**config.mk**
```make
export PLATFORM = sky130hd
export DESIGN_NAME = gate_sweep_gen
export DESIGN_NICKNAME = d
export VERILOG_FILES = /design/src/rtl/gate_sweep_gen.sv
export SDC_FILE = /design/constraint.sdc
export NUM_CORES = 1
export LEC_CHECK = 0
export BUFFER_PORTS_ARGS = -buffer_cell sky130_fd_sc_hd__buf_2
export CAP_MARGIN = 20
export CORE_UTILIZATION = 47
export CTS_BUF_LIST = sky130_fd_sc_hd__clkbuf_16
export DETAILED_ROUTE_END_ITERATION = 6
export GPL_TIMING_DRIVEN = 0
export PLACE_DENSITY = 0.72
export SLEW_MARGIN = 20
export SYNTH_ARGS = -nofsm -noshare
export SYNTH_HDL_FRONTEND = slang
export SYNTH_SLANG_ARGS = --single-unit
export TNS_END_PERCENT = 100
```
**constraint.sdc**
```tcl
create_clock -name clk -period 1.6 [get_ports clk]
set_input_delay 0.16 -clock clk [delete_from_list [all_inputs] [get_ports clk]]
set_output_delay 0.16 -clock clk [all_outputs]
set_load 0.1 [all_outputs]
```
**src/rtl/gate_sweep_gen.sv**
```systemverilog
// gate_sweep_gen: exhaustive N-input gate stimulus sweep with golden NAND/NOR/XOR/XNOR result.
// Optional GATE_SWEEP_CHECK_EN adds dut_y comparison with mismatch pulse and err_cnt.
module gate_sweep_gen #(
    parameter int N    = 3,
    parameter int HOLD = 4
) (
    input  logic         clk,
    input  logic         rst,
    input  logic         start,
    input  logic [1:0]   mode,
`ifdef GATE_SWEEP_CHECK_EN
    input  logic         dut_y,
    output logic         mismatch,
    output logic [N:0]   err_cnt,
`endif
    output logic [N-1:0] vec,
    output logic         y,
    output logic         valid,
    output logic         busy,
    output logic         done,
    output logic [N:0]   ones_cnt
);
    localparam int HW = HOLD > 1 ? $clog2(HOLD) : 1;
    localparam logic [HW-1:0] HLAST = HW'(HOLD - 1);
    localparam logic [N-1:0] VMAX = '1;

    typedef enum logic [1:0] {IDLE, RUN, DONE} state_t;

    state_t      state;
    logic [HW-1:0] hcnt;
    logic [1:0]  mode_q;

    function automatic logic gate_f(input logic [1:0] m, input logic [N-1:0] v);
        return m[1] ? ((^v) ^ m[0]) : (m[0] ? ~|v : ~&v);
    endfunction

    always_ff @(posedge clk or posedge rst) begin
        if (rst) begin
            state    <= IDLE;
            hcnt     <= '0;
            mode_q   <= '0;
            vec      <= '0;
            y        <= 1'b0;
            valid    <= 1'b0;
            busy     <= 1'b0;
            done     <= 1'b0;
            ones_cnt <= '0;
`ifdef GATE_SWEEP_CHECK_EN
            mismatch <= 1'b0;
            err_cnt  <= '0;
`endif
        end else begin
`ifdef GATE_SWEEP_CHECK_EN
            mismatch <= valid && (dut_y != y);
            err_cnt  <= err_cnt + (N+1)'(valid && (dut_y != y));
`endif
            case (state)
                IDLE: if (start) begin
                    state    <= RUN;
                    vec      <= '0;
                    hcnt     <= '0;
                    mode_q   <= mode;
                    ones_cnt <= '0;
                    y        <= gate_f(mode, '0);
                    busy     <= 1'b1;
                    valid    <= (HOLD == 1);
`ifdef GATE_SWEEP_CHECK_EN
                    err_cnt  <= '0;
`endif
                end
                RUN: if (hcnt == HLAST) begin
                    ones_cnt <= ones_cnt + (N+1)'(y);
                    if (vec == VMAX) begin
                        state <= DONE;
                        done  <= 1'b1;
                        valid <= 1'b0;
                    end else begin
                        vec   <= vec + 1'b1;
                        y     <= gate_f(mode_q, vec + 1'b1);
                        hcnt  <= '0;
                        valid <= (HOLD == 1);
                    end
                end else begin
                    hcnt  <= hcnt + HW'(1);
                    valid <= (hcnt + HW'(1)) == HLAST;
                end
                DONE: begin
                    state <= IDLE;
                    done  <= 1'b0;
                    busy  <= 1'b0;
                end
                default: state <= IDLE;
            endcase
        end
    end
endmodule
```
Word level (Yosys, flattened, before mapping)
Cells that the tools add are included.
- flip-flop bits (word level): 17
- input bits: 5
- output and inout bits: 11
- logic and storage cells: 70
- add/subtract/negate cells: 3
- eq/ne operators: 10
- mux-type cells: 30
- bitwise logic cells: 1
- reduce and logical (&&, ||, !) cells: 17
- operators with widths (kind ; count):
    $reduce_and A3 Y1 ; 5
    $mux W2 ; 6
    $mux W1 ; 11
    $mux W3 ; 3
    $mux W4 ; 2
    $ne A2 B2 Y1 const B ; 4
    $pmux W1 S2 ; 4
    $pmux W2 S2 ; 2
    $pmux W4 S2 ; 1
    $eq A2 B2 Y1 const B ; 3
    $pmux W3 S2 ; 1
    $reduce_and A2 Y1 ; 3
    $reduce_bool A2 Y1 ; 3
    $add A4 B1 Y4 ; 1
    $reduce_and A4 Y1 ; 1
    $add A3 B1 Y3 const B ; 1
    $eq A3 B3 Y1 const B ; 1
    $ne A3 B3 Y1 const B ; 1
    $reduce_or A3 Y1 ; 1
    $reduce_xor A3 Y1 ; 1
    $add A2 B1 Y2 const B ; 1
    $eq A2 B1 Y1 const B ; 1
    $logic_not A1 Y1 ; 2
    $logic_not A2 Y1 ; 1
    $xor A1 B1 Y1 ; 1

Longest topological paths before layout
- depth in word-level cells: 8
- depth in mapped cells: 6
- mapped depth without buffers: 6

Worst setup path after synthesis
Ideal clock, no wire load.
- path kind: reg-to-reg
- start: register vec[0]
- end: register y
- library setup time: 0.129 ns
- arrival: 2.138 ns
- data required time: 1.471 ns
- slack: -0.666 ns
- stages on the path, launching flop included: 7
- path buffers: 0
- clock period less this slack: 2.266 ns
- cell sequence: dfrtp_1 ha_1 ha_1 xor2_1 xnor2_1 a221oi_1 o21ai_0
- cells in the longest elaborated chain, start to end: 8
- elaborated cells on any way between the ends: 15
- classes of those cells: add/sub: 1; eq/ne: 2; mux: 5; bitwise: 1; reduce/logical: 6
- ends and longest elaborated chain (element ; RTL line ; text):
    from (decl) ; 16 ; output logic [N-1:0] vec,
    from (signal assigned) ; 78 ; vec <= vec + 1'b1;
    $add A3 B1 Y3 ; 79 ; y <= gate_f(mode_q, vec + 1'b1);
    $reduce_and A3 Y1 / $reduce_or A3 Y1 (equally long branches) ; 34 ; return m[1] ? ((^v) ^ m[0]) : (m[0] ? ~|v : ~&v);
    $logic_not A1 Y1 ; 34 ;
    $mux W1 (2 in a row) ; 34 ;
    $mux W1 ; 73 ; if (vec == VMAX) begin
    $mux W1 ; 71 ; RUN: if (hcnt == HLAST) begin
    $pmux W1 S2 ; 57 ; case (state)
    to (signal assigned) ; 64 ; y <= gate_f(mode, '0);
    to (signal assigned) ; 79 ;
    to (decl) ; 17 ; output logic y,
Several ways; a longest one is shown, not always the timed one. The select of a mux whose other input is x is not followed.
A chain may end at the register's enable or synchronous reset.

Final worst setup path
- start: register vec[1]
- end: register y
Same word-level chain as after synthesis.

==> results.md <==
* Yosys warns at 0
* Commonest non-fill, non-tap cell in the layout: buf_2
* Nets at 118
* Critical path endpoint category: register
* Via count at 640
* Finished Layout Cells at 130
* Yosys cell types at 24
* Setup WS post-layout at -0.0552 ns
* Layout area overhead at 28.1%
* Syn Area/Cell at 10.2 sq um
* Wirelength per Cell at approximately 12 um
* Outcome: complete, but fails checks
* Dominant cells by area after synthesis: dfrtp_1 (49%), ha_1 (10%), nand2_1 (5.2%), o21ai_0 (4.6%), inv_1 (3.5%)
* H-tree depth at 1
* Drt pass-1 iters at 3
* Starting Density at approximately half
* Worst skew pair latency at 0.24 ns
* First DRT Iteration DRCs at 7
* Crit Path Max Fanout at 4
* Hold Crit Class: in2async
* Cts hold-fix bufs at 0
* Placed insts at between 100 and 150
* R2R Path End: y$_DFFE_PP0P_
* Layout cells sized above 1 at roughly 32%
* Worst EP required at 1.73 ns
* Worst-path clk slew at approximately 0.05 ns
* Number of global-route vias before repair at between 500 and 600
* Gr usage total at about 17%
* Die Wd at 45.0 um
* Pins Over Slew Limit at 0
* Dpl ws at -0.0865 ns
* Fin. Hold Viols at 17
* Post-DP HPWL at 1090 um
* Failing checks: hold timing, setup timing
* #FFs+latches synth at 17
* Mapped Cells at 85
* First-pass GRT wire length at 2410 um
* Leading area contributor after synthesis: dfrtp_1
* Cell Rows at 15
* # IOs at 16
* FF-to-FF setup slack at -0.06 ns
* Worst Path Arrival at approximately 1.8 ns
* Min Tclk post-route at around 1.7 ns
* Input/output buffers at 15
* Reg2reg path depth at 6
* Gp weighted congestion at 0.701
* RSZ-0062 raised after global routing: yes
* Crit path launch type: register
* Clock Skews at 0.00134 ns
* Syn_nets at just under 100
* Total wire length at 1530 um
* CTS root buffer: clkbuf_16
* Via-per-instance ratio at roughly 4.9
* Crit Path Category: reg2reg
* Drc violations at 0
* Global route total overflow at 0
* Largest net degree at the start of global routing at 18
* Num CTS Buffers at 3
* Period utilization at 103%
* Chip Height at 45.0 um
* F_max at roughly 600 MHz
* Post-route ant nets at 0
* Most frequent cells in the layout: buf_2 (16), dfrtp_1 (13), nand2_1 (12), inv_1 (9), o21ai_0 (7)
* CTS tree: built
* Max Buffers Root-to-Sink at 2
* Final setup fails at 1
* Die area at ~0.002 sq mm
* Least-Margin Pin Slew at roughly 0.63 ns
* Mapped Area at between 800 and 900 sq um
* Max_slew headroom at between 50% and 60%
* Hold slack at -0.0100 ns
* R2r startpoint: vec[1]$_DFFE_PP0P_
* Top-area cell type share of the netlist area at just under 50%
* Initial antenna violation count at 0
* N_diodes at 0
* Core area at about 0.0017 sq mm
* Post-synthesis sequential area ratio at 49.1%
* Max Cap Violations at 0
* Clk sinks at 17
[synth_stat cells]
master    number
buf_4          1
xnor2_1        2
nand2b_1       1
nand3_1        1
and2b_1        1
buf_2          1
a221oi_1       1
and2_1         1
and4bb_2       1
dfrtp_1       17
a22o_1         2
o31ai_1        1
nand4_1        1
inv_1          8
a21oi_1        5
nor3b_4        1
xor2_1         3
nand2_1       12
and3b_1        1
o21ai_0        8
nor2_1         6
nand3b_1       1
mux2_2         2
ha_1           7
[final cells by class]
cell class | instances | area, sq um
buffer | 2 | 12.5
clock inverter | 1 | 3.75
tap | 25 | 31.3
clock buffer | 3 | 75.1
multi-input combinational | 58 | 440
timing repair buffer | 16 | 82.6
inverter | 8 | 30.0
fill | 156 | 616
sequential | 17 | 435
[stage by stage]
step | setup TNS [ns] | cell area [sq um] | util, % | hold WS, ns
floorplan | -0.568 | 905 | - | 0.0860
global placement | -0.0607 | 1010 | 58.6 | 0.274
detailed placement | -0.0865 | 1010 | 58.6 | 0.283
CTS | -0.0851 | 1100 | 63.6 | 0.0240
global route | -0.126 | 1110 | 64.3 | 0.0552
finish | -0.0552 | 1110 | 64.3 | -0.0100
[worst max path at each step]
stage                     cells after the start  slack (ns)       endpoint                from
after floorplan                               6       -0.20  y$_DFFE_PP0P_  vec[0]$_DFFE_PP0P_
after global placement                        6       -0.06  y$_DFFE_PP0P_  vec[0]$_DFFE_PP0P_
final                                         6       -0.06  y$_DFFE_PP0P_  vec[1]$_DFFE_PP0P_
after detailed placement                      6       -0.09  y$_DFFE_PP0P_  vec[0]$_DFFE_PP0P_
after CTS                                     6       -0.09  y$_DFFE_PP0P_  vec[1]$_DFFE_PP0P_
after global routing                          6       -0.13  y$_DFFE_PP0P_  vec[0]$_DFFE_PP0P_
[routing by layer]
metal | vias to the layer above | part of all wire, % | GRT usage (%) | wire, um
met5 | - | 0 | 0 | 0
met1 | 296 | 48 | 20.7 | 731
met2 | 14 | 48 | 27.2 | 739
li1 | 326 | - | - | -
met4 | 0 | 1.2 | 7.27 | 19
met3 | 4 | 2.7 | 3.60 | 41
[critical path: stages (launching register included)]
cell	delay, ns
dfrtp_4	0.50
ha_4	0.18
ha_4	0.23
xor2_2	0.17
xnor2_1	0.13
a221oi_2	0.24
o21ai_1	0.09
[repair_timing]
item                       4_1_cts  5_1_grt
setup endpoints to repair        1        1
setup buffers                    1        0
gates resized for setup          0        2
cloned                           0        0
[logic make-up (layout without fill, tap and decap cells)]
logic type / after synthesis / after routing / share of synthesized area (%)
and+or+nand+nor: 27 / 27 / 16.9
AOI/OAI and AO/OA: 17 / 17 / 11.4
DFF: 17 / 17 / 49.1
buffers and inverters: 10 / 30 / 4.91
adders and majority gates: 7 / 7 / 10.1
xor gates and xnor gates: 5 / 5 / 5.05
muxes: 2 / 2 / 2.60
[sequential cells by signal, indices dropped and copies added (netlist names), 2 cells and up]
| signal | flops |
|---|---|
| hcnt | 2 |
| ones_cnt | 4 |
| mode_q | 2 |
| state | 2 |
| vec | 3 |
Power is left out: the tool's default activity adds up to more than one toggle a clock period on the data nets, which glitch-free logic cannot reach.
